$ cat config.mk
export PLATFORM = sky130hd
export DESIGN_NAME = mt_error_collector
export DESIGN_NICKNAME = d
export VERILOG_FILES = /design/src/rtl/mt_err_pkg.sv /design/src/rtl/mt_err_prienc.sv /design/src/rtl/mt_error_collector.sv
export SDC_FILE = /design/constraint.sdc
export NUM_CORES = 1
export LEC_CHECK = 0
export BUFFER_PORTS_ARGS = -buffer_cell sky130_fd_sc_hd__buf_2
export CORE_ASPECT_RATIO = 1.75
export CORE_UTILIZATION = 47
export DETAILED_ROUTE_END_ITERATION = 16
export HOLD_SLACK_MARGIN = 0.12
export PLACE_DENSITY_LB_ADDON = 0.25
export REMOVE_ABC_BUFFERS = 1
export SLEW_MARGIN = 15
export SYNTH_ARGS = -nofsm -noshare
export SYNTH_HDL_FRONTEND = slang
export SYNTH_SLANG_ARGS = --single-unit
$ cat constraint.sdc
create_clock -name clk -period 2.78 [get_ports clk]
set_input_delay 0.139 -clock clk [delete_from_list [all_inputs] [get_ports clk]]
set_output_delay 0.139 -clock clk [all_outputs]
set_load 0.05 [all_outputs]
$ cat src/rtl/mt_err_pkg.sv
// rtl/mt_err_pkg.sv - MTER bit indices, default hard-zero mask and write-mode enum
package mt_err_pkg;

  localparam int MTER_ILF    = 0;
  localparam int MTER_ILR    = 1;
  localparam int MTER_RMR    = 2;
  localparam int MTER_CPAR   = 3;
  localparam int MTER_FMT    = 4;
  localparam int MTER_DPAR   = 5;
  localparam int MTER_INCVPE = 6;
  localparam int MTER_PEFLRC = 7;
  localparam int MTER_NSG    = 8;
  localparam int MTER_FCE    = 9;
  localparam int MTER_CSITM  = 10;
  localparam int MTER_NEF    = 11;
  localparam int MTER_DTE    = 12;
  localparam int MTER_OPI    = 13;
  localparam int MTER_UNS    = 14;
  localparam int MTER_CORCRC = 15;

  localparam logic [15:0] MTER_HARDZERO = 16'h8524;

  typedef enum logic {
    W1C_LOAD  = 1'b0,
    W1C_CLEAR = 1'b1
  } w1c_mode_e;

  // Index width that stays legal for a 1-bit register.
  function automatic int idx_width(input int n);
    return (n > 1) ? $clog2(n) : 1;
  endfunction

endpackage

$ cat src/rtl/mt_err_prienc.sv
// rtl/mt_err_prienc.sv - lowest-set-bit encoder feeding first-error capture
module mt_err_prienc #(
  parameter int NBITS = 16,
  parameter int IDXW  = mt_err_pkg::idx_width(NBITS)
) (
  input  logic [NBITS-1:0] vec_i,
  output logic [IDXW-1:0]  idx_o,
  output logic             valid_o
);

  // Scanning downward lets the lowest set bit overwrite any higher one.
  always_comb begin
    idx_o   = '0;
    valid_o = |vec_i;
    for (int i = NBITS - 1; i >= 0; i--) begin
      if (vec_i[i]) idx_o = IDXW'(i);
    end
  end

endmodule

$ cat src/rtl/mt_error_collector.sv
// rtl/mt_error_collector.sv - sticky drive error register with RMR, attention,
// first-error capture and saturating event counter
module mt_error_collector
  import mt_err_pkg::*;
#(
  parameter int               NBITS    = 16,
  parameter int               CNTW     = 8,
  parameter logic [NBITS-1:0] HARDZERO = NBITS'(MTER_HARDZERO),
  parameter int               RMR_BIT  = MTER_RMR,
  parameter w1c_mode_e        W1C      = W1C_LOAD
) (
  input  logic                        clk,
  input  logic                        rst,
  input  logic                        init,
  input  logic [NBITS-1:0]            errSET,
  input  logic                        busy,
  input  logic                        regWR,
  input  logic [NBITS-1:0]            regDATA,
  input  logic [NBITS-1:0]            attnMASK,
  input  logic                        attnACK,
  input  logic                        cntCLR,
  output logic [NBITS-1:0]            errREG,
  output logic                        errANY,
  output logic                        attn,
  output logic                        firstVLD,
  output logic [idx_width(NBITS)-1:0] firstIDX,
  output logic [CNTW-1:0]             errCNT
);

  localparam int               IDXW     = idx_width(NBITS);
  localparam logic [NBITS-1:0] RMR_MASK = NBITS'(1) << RMR_BIT;
  // RMR is produced by this block itself, so it is never treated as unimplemented.
  localparam logic [NBITS-1:0] HZ       = HARDZERO & ~RMR_MASK;
  localparam logic [CNTW-1:0]  CNT_MAX  = '1;

  logic             clr;
  logic [NBITS-1:0] eff_set;
  logic [NBITS-1:0] wr_res;
  logic [NBITS-1:0] new_bits;
  logic [IDXW-1:0]  new_idx;
  logic             new_any;

  logic [NBITS-1:0] err_q, err_d;
  logic             attn_q, attn_d;
  logic             vld_q, vld_d;
  logic [IDXW-1:0]  idx_q, idx_d;
  logic [CNTW-1:0]  cnt_q, cnt_d;

  assign clr = rst | init;

  always_comb begin
    eff_set = errSET & ~HZ;
    if (regWR && busy) eff_set = eff_set | RMR_MASK;
  end

  always_comb begin
    wr_res = err_q;
    if (regWR && !busy) begin
      wr_res = (W1C == W1C_CLEAR) ? (err_q & ~regDATA) : (regDATA & ~HZ);
    end
  end

  assign new_bits = eff_set & ~err_q;

  mt_err_prienc #(
    .NBITS(NBITS),
    .IDXW (IDXW)
  ) u_prienc (
    .vec_i  (new_bits),
    .idx_o  (new_idx),
    .valid_o(new_any)
  );

  // Set pulses win over a same-cycle write clear on a per-bit basis.
  assign err_d = clr ? '0 : ((wr_res | eff_set) & ~HZ);

  always_comb begin
    attn_d = attn_q;
    if (attnACK) attn_d = 1'b0;
    if (|(new_bits & attnMASK)) attn_d = 1'b1;
    if (clr) attn_d = 1'b0;
  end

  // A write that empties the register re-arms capture in the same cycle.
  always_comb begin
    vld_d = vld_q && (wr_res != '0);
    idx_d = idx_q;
    if (!vld_d && new_any) begin
      vld_d = 1'b1;
      idx_d = new_idx;
    end
    if (clr) begin
      vld_d = 1'b0;
      idx_d = '0;
    end
  end

  always_comb begin
    cnt_d = cnt_q;
    if (cntCLR) begin
      cnt_d = new_any ? CNTW'(1) : '0;
    end else if (new_any && cnt_q != CNT_MAX) begin
      cnt_d = cnt_q + CNTW'(1);
    end
    if (clr) cnt_d = '0;
  end

  always_ff @(posedge clk) err_q  <= err_d;
  always_ff @(posedge clk) attn_q <= attn_d;
  always_ff @(posedge clk) vld_q  <= vld_d;
  always_ff @(posedge clk) idx_q  <= idx_d;
  always_ff @(posedge clk) cnt_q  <= cnt_d;

  assign errREG   = err_q;
  assign errANY   = |err_q;
  assign attn     = attn_q;
  assign firstVLD = vld_q;
  assign firstIDX = idx_q;
  assign errCNT   = cnt_q;

endmodule

Word-level counts from Yosys, hierarchy flattened
Cells that the tools add are included.

Logic and storage cells: 50. Output and inout port bits: 31. Bits of input ports: 55. Register bits after elaboration: 30.

Add/sub/neg operators: 1. Reduce and logical (&&, ||, !) cells: 13. Multiplexer cells: 24. Bitwise logic cells: 5. Equal/unequal tests: 1.

Operators with widths (count): 4-bit 2-to-1 mux (16); 16-bit OR reduction (3); 15-bit by 16-bit AND with 16-bit output (1); 16-bit AND (1); 16-bit 2-to-1 mux (1); 8-bit 2-to-1 mux (2); 16-bit NOT (1); 16-bit nonzero test (1); 15-bit OR (1); 8-bit by 1-bit adder with 8-bit output (second input constant) (1); 8-bit != test (second input constant) (1); 1-bit logical AND (5); 1-bit 2-to-1 mux (4); 2-bit nonzero test (2); 3-bit 2-to-1 mux (1); 1-bit logical NOT (2); 1-bit OR (1).

Logic depth before layout (Yosys ltp)
Depth after elaboration: 19. Gate-level depth with buffers: 6. Depth with buffers taken out: 6.

Hierarchy
A second synthesis with hierarchy kept.

Cells, all modules: 210. Area, all modules: 1627.8 µm².

Modules (own cells, without submodules): mt_error_collector (cells an instance 176, seq. area each 520.5 µm², times used 1, area an instance 1451.4 µm²); mt_err_prienc (cells an instance 34, seq. area each 0.0 µm², times used 1, area an instance 176.4 µm²).

Worst setup path after synthesis
Ideal clock, no wire load.

Path type: register to register. From: reg err_q[11], in the netlist errREG[11]. To: reg idx_q[0], in the netlist firstIDX[0]. Stages on the path, launching flop included: 6. Clock period less this slack: 2.209 ns. Path slack: 0.571 ns. Setup time: 0.072 ns. Arrival time: 2.138 ns. Required time: 2.708 ns. Path buffers: 0. Cells stage by stage: dfxtp_1 > nor4_1 > nand3_1 > o211a_1 > a21oi_1 > mux2i_1.

Word-level cells in the longest chain between the ends: 14.

Ends and longest elaborated chain: from (decl) (line mt_error_collector.sv:43) `logic [NBITS-1:0] err_q, err_d;`; from (signal assigned) (line mt_error_collector.sv:108) `always_ff @(posedge clk) err_q <= err_d;`; 16-bit NOT (line mt_error_collector.sv:63) `assign new_bits = eff_set & ~err_q;`; 15-bit by 16-bit AND with 16-bit output (line mt_error_collector.sv:63); 4-bit 2-to-1 mux (12 in series) (line mt_err_prienc.sv:16) `if (vec_i[i]) idx_o = IDXW'(i);`; to (signal assigned) (line mt_error_collector.sv:111) `always_ff @(posedge clk) idx_q <= idx_d;`; to (decl) (line mt_error_collector.sv:46) `logic [IDXW-1:0] idx_q, idx_d;`.

Several ways; a longest one is shown, not always the timed one. A chain may end at the register's enable or synchronous reset.

Worst setup path in the final report
From: in errSET[6]. To: reg cnt_q[0], in the netlist errCNT[0].

Word-level cells in the longest chain between the ends: 4.

Ends and longest elaborated chain: from (decl) (line mt_error_collector.sv:15) `input logic [NBITS-1:0] errSET,`; 15-bit by 16-bit AND with 16-bit output (*) (line mt_error_collector.sv:63); 16-bit OR reduction (*) (line mt_err_prienc.sv:14) `valid_o = |vec_i;`; 1-bit 2-to-1 mux / 1-bit logical AND (equally long branches) (line mt_error_collector.sv:101, mt_error_collector.sv:102); 8-bit 2-to-1 mux / 2-bit nonzero test (equally long branches); to (signal assigned) (line mt_error_collector.sv:112) `always_ff @(posedge clk) cnt_q <= cnt_d;`; to (decl) (line mt_error_collector.sv:47) `logic [CNTW-1:0] cnt_q, cnt_d;`.

Every way passes the cells marked *; elsewhere a longest branch is shown, timed or not.

==> impl_results.md <==
* Peak VDD IR at 292 uV
* Aggregate global routing overflow at 0
* CP Capture Type: flip-flop
* Detail-routed via count per cell at 5.36
* Syn-to-layout area delta at 41.3%
* Via count at 1661
* EDFF count, synth at 0
* Die H at 76.1 um
* Worst slack, placed at 0.879 ns
* Placed cell areas at 1840 sq um
* Vias in the first global route at 1647
* Yosys warning count at 0
* Run status: finished clean
* First-pass DRT Iterations at 4
* Commonest cells after routing, fill and taps aside: buf_2, nor2_1, dfxtp_1
* DP Wirelength at 3110 um
* Nets at 325
* Worst Reg-to-Reg Cells at 6
* Crit path DAT at 2.33 ns
* Startpoint types: primary input
* Static Leak at 0.969 nW
* CTS tree: yes
* Post-synth cell types at 44
* Total power at 0.893 mW
* Final Cycle Share at 76.3%
* CTS Root Cell: clkbuf_8
* Post-Route WL at 4340 um
* RSZ-0062 raised after global routing: no
* Initial Util at 49.9%
* GRT Total Usage at 27.4%
* Initial antenna violation count at 0
* # rows at 26
* Commonest non-fill, non-tap cell in the layout: buf_2
* Setup CP Type: primary input to flip-flop
* Worst EP required at 2.99 ns
* Capture point of the worst path: errCNT[0]
* TritonCTS buffer count at 3
* Share of the yosys chip area belonging to registers at 35.3%
* Routability cong. at 0.825
* Initial drt markers at 66
* Clock insertion delay at the later pin of the skew report at 0.27 ns
* Antenna viol nets, final at 0
* Final setup margin at 0.659 ns
* Die area at 3380 sq um
* Ant. Diodes at 0
* Width of the die at 44.4 um
* Post-layout minimum cycle time at 2.12 ns
* Synth Register Bits at 26
* Fin area at 2090 sq um
* Core region area at 2960 sq um
* Layout cell share with drive strength beyond 1 at 31.7%
* Mapped cell area at 1480 sq um
* Fmax achieved at 0.471 GHz
* Maximum root-to-sink buffer count at 2
* Final Max Slew Viols at 0
* Io pins at 86
* Worst-path clk slew at 0.09 ns
* H-tree level count at 1
* Clock sinks at 26
* First-pass GRT wire length at 7130 um
* CP Max Fanout at 6
* Max-Cap Viols at 0
* HP Class: primary input to flip-flop
* Avg WL per Cell at 14.0 um
* Final Hold Slack at 0.120 ns
* Final setup vio count at 0
* HP Start: regDATA[12]
* Ys flop type: dfxtp_1
* Port bufs at 69
* Share of flip-flops with an asynchronous set or reset at 0%
* FF-to-FF End: errCNT[0]
* Power Density at 428 nW/um^2
* Hold Path Cell Cnt at 3
* # DRC at 0
* Skew final at 0.00404 ns
* Largest net degree at the start of global routing at 19
* Reg-to-reg slack, setup at 0.86 ns
* Hold Vio Cnt, Final at 0
* Setup TNS at 0 ns
* Reg2Reg Launch Point: errREG[1]
* Post-CTS setup buffer count at 0
* Fill count at 267
* Critical path startpoint: errSET[6]
* Avg Cell Area, Syn at 8.20 sq um
* Post-synthesis cell count at 180
==> worst max-delay path: stages <==
cell           delay, ns
dlygate4sd3_1       0.53
buf_2               0.13
nor2b_1             0.17
or3_4               0.41
nor4_4              0.28
a21oi_2             0.16
or3b_1              0.37
a21oi_1             0.13
==> cells by family (layout without fill, tap and decap cells) <==
| kind of cell | after synthesis | count (layout) | synth area share [%] |
|---|---|---|---|
| other cells | 1 | 4 | 0.254 |
| simple gates | 93 | 93 | 35.3 |
| flops | 26 | 26 | 35.3 |
| compound gates | 42 | 42 | 20.1 |
| xor+xnor | 2 | 2 | 1.19 |
| fa+ha+maj | 1 | 1 | 0.847 |
| buf+inv | 11 | 96 | 4.32 |
| mux | 4 | 4 | 2.71 |
==> how the worst min path moves through the flow <==
| stage | to |
|---|---|
| after floorplan | errREG[0] |
| after global placement | errREG[14] |
| after detailed placement | errREG[13] |
| after CTS | errREG[12] |
| after global routing | errREG[4] |
| final | errREG[12] |
==> registers in the layout (all words and copies together), names as in the netlist <==
| register | count |
|---|---|
| attn | 1 |
| errCNT | 8 |
| errREG | 12 |
| firstIDX | 4 |
| firstVLD | 1 |
==> metrics by stage <==
stage / instances / utilization (%)
after global routing: 310 / 70.5
after CTS: 310 / 70.5
final: 310 / 70.5
after detailed placement: 287 / 62.2
after floorplan: 175 / -
after global placement: 287 / 62.2
==> synthesized netlist by cell type (all sizes together) (3+ instances only) <==
library cell / instances / area (sq um)
a211oi: 14 / 105
a21oi: 9 / 48.8
and2: 11 / 68.8
and2b: 3 / 26.3
buf: 5 / 41.3
clkbuf: 3 / 11.3
dfxtp: 26 / 521
inv: 3 / 11.3
mux2i: 4 / 40.0
nand2: 10 / 37.5
nand3: 6 / 30.0
nor2: 29 / 109
nor2b: 11 / 68.8
nor3: 3 / 26.3
nor4: 7 / 58.8
o21ai: 5 / 25.0
or3: 4 / 30.0
==> per-layer routing <==
metal | track usage [%] | vias up | wire, um
met5 | 0 | - | 0
met4 | 9.70 | 0 | 132
met3 | 2.13 | 13 | 137
met2 | 54.4 | 58 | 2560
met1 | 27.0 | 766 | 1510
li1 | - | 824 | -
==> power by group <==
group          internal, mW  switching [mW]  total [mW]
combinational        0.0948           0.151       0.246
sequential            0.386          0.0123       0.399
clock                 0.127           0.123       0.249
==> final cells by class <==
| type | instances | area, sq um | area share, % |
|---|---|---|---|
| tap | 42 | 52.6 | 2.52 |
| multi-input combinational | 146 | 903 | 43.3 |
| timing repair buffer | 89 | 543 | 26.0 |
| inverter | 3 | 11.3 | 0.540 |
| clock buffer | 4 | 55.1 | 2.64 |
| sequential | 26 | 520 | 25.0 |
==> what timing repair did <==
action,in CTS,in global routing
hold buffers,19,0
hold endpoints to repair,12,0
resized for setup,0,0
Power figures use the tool's default switching activity.
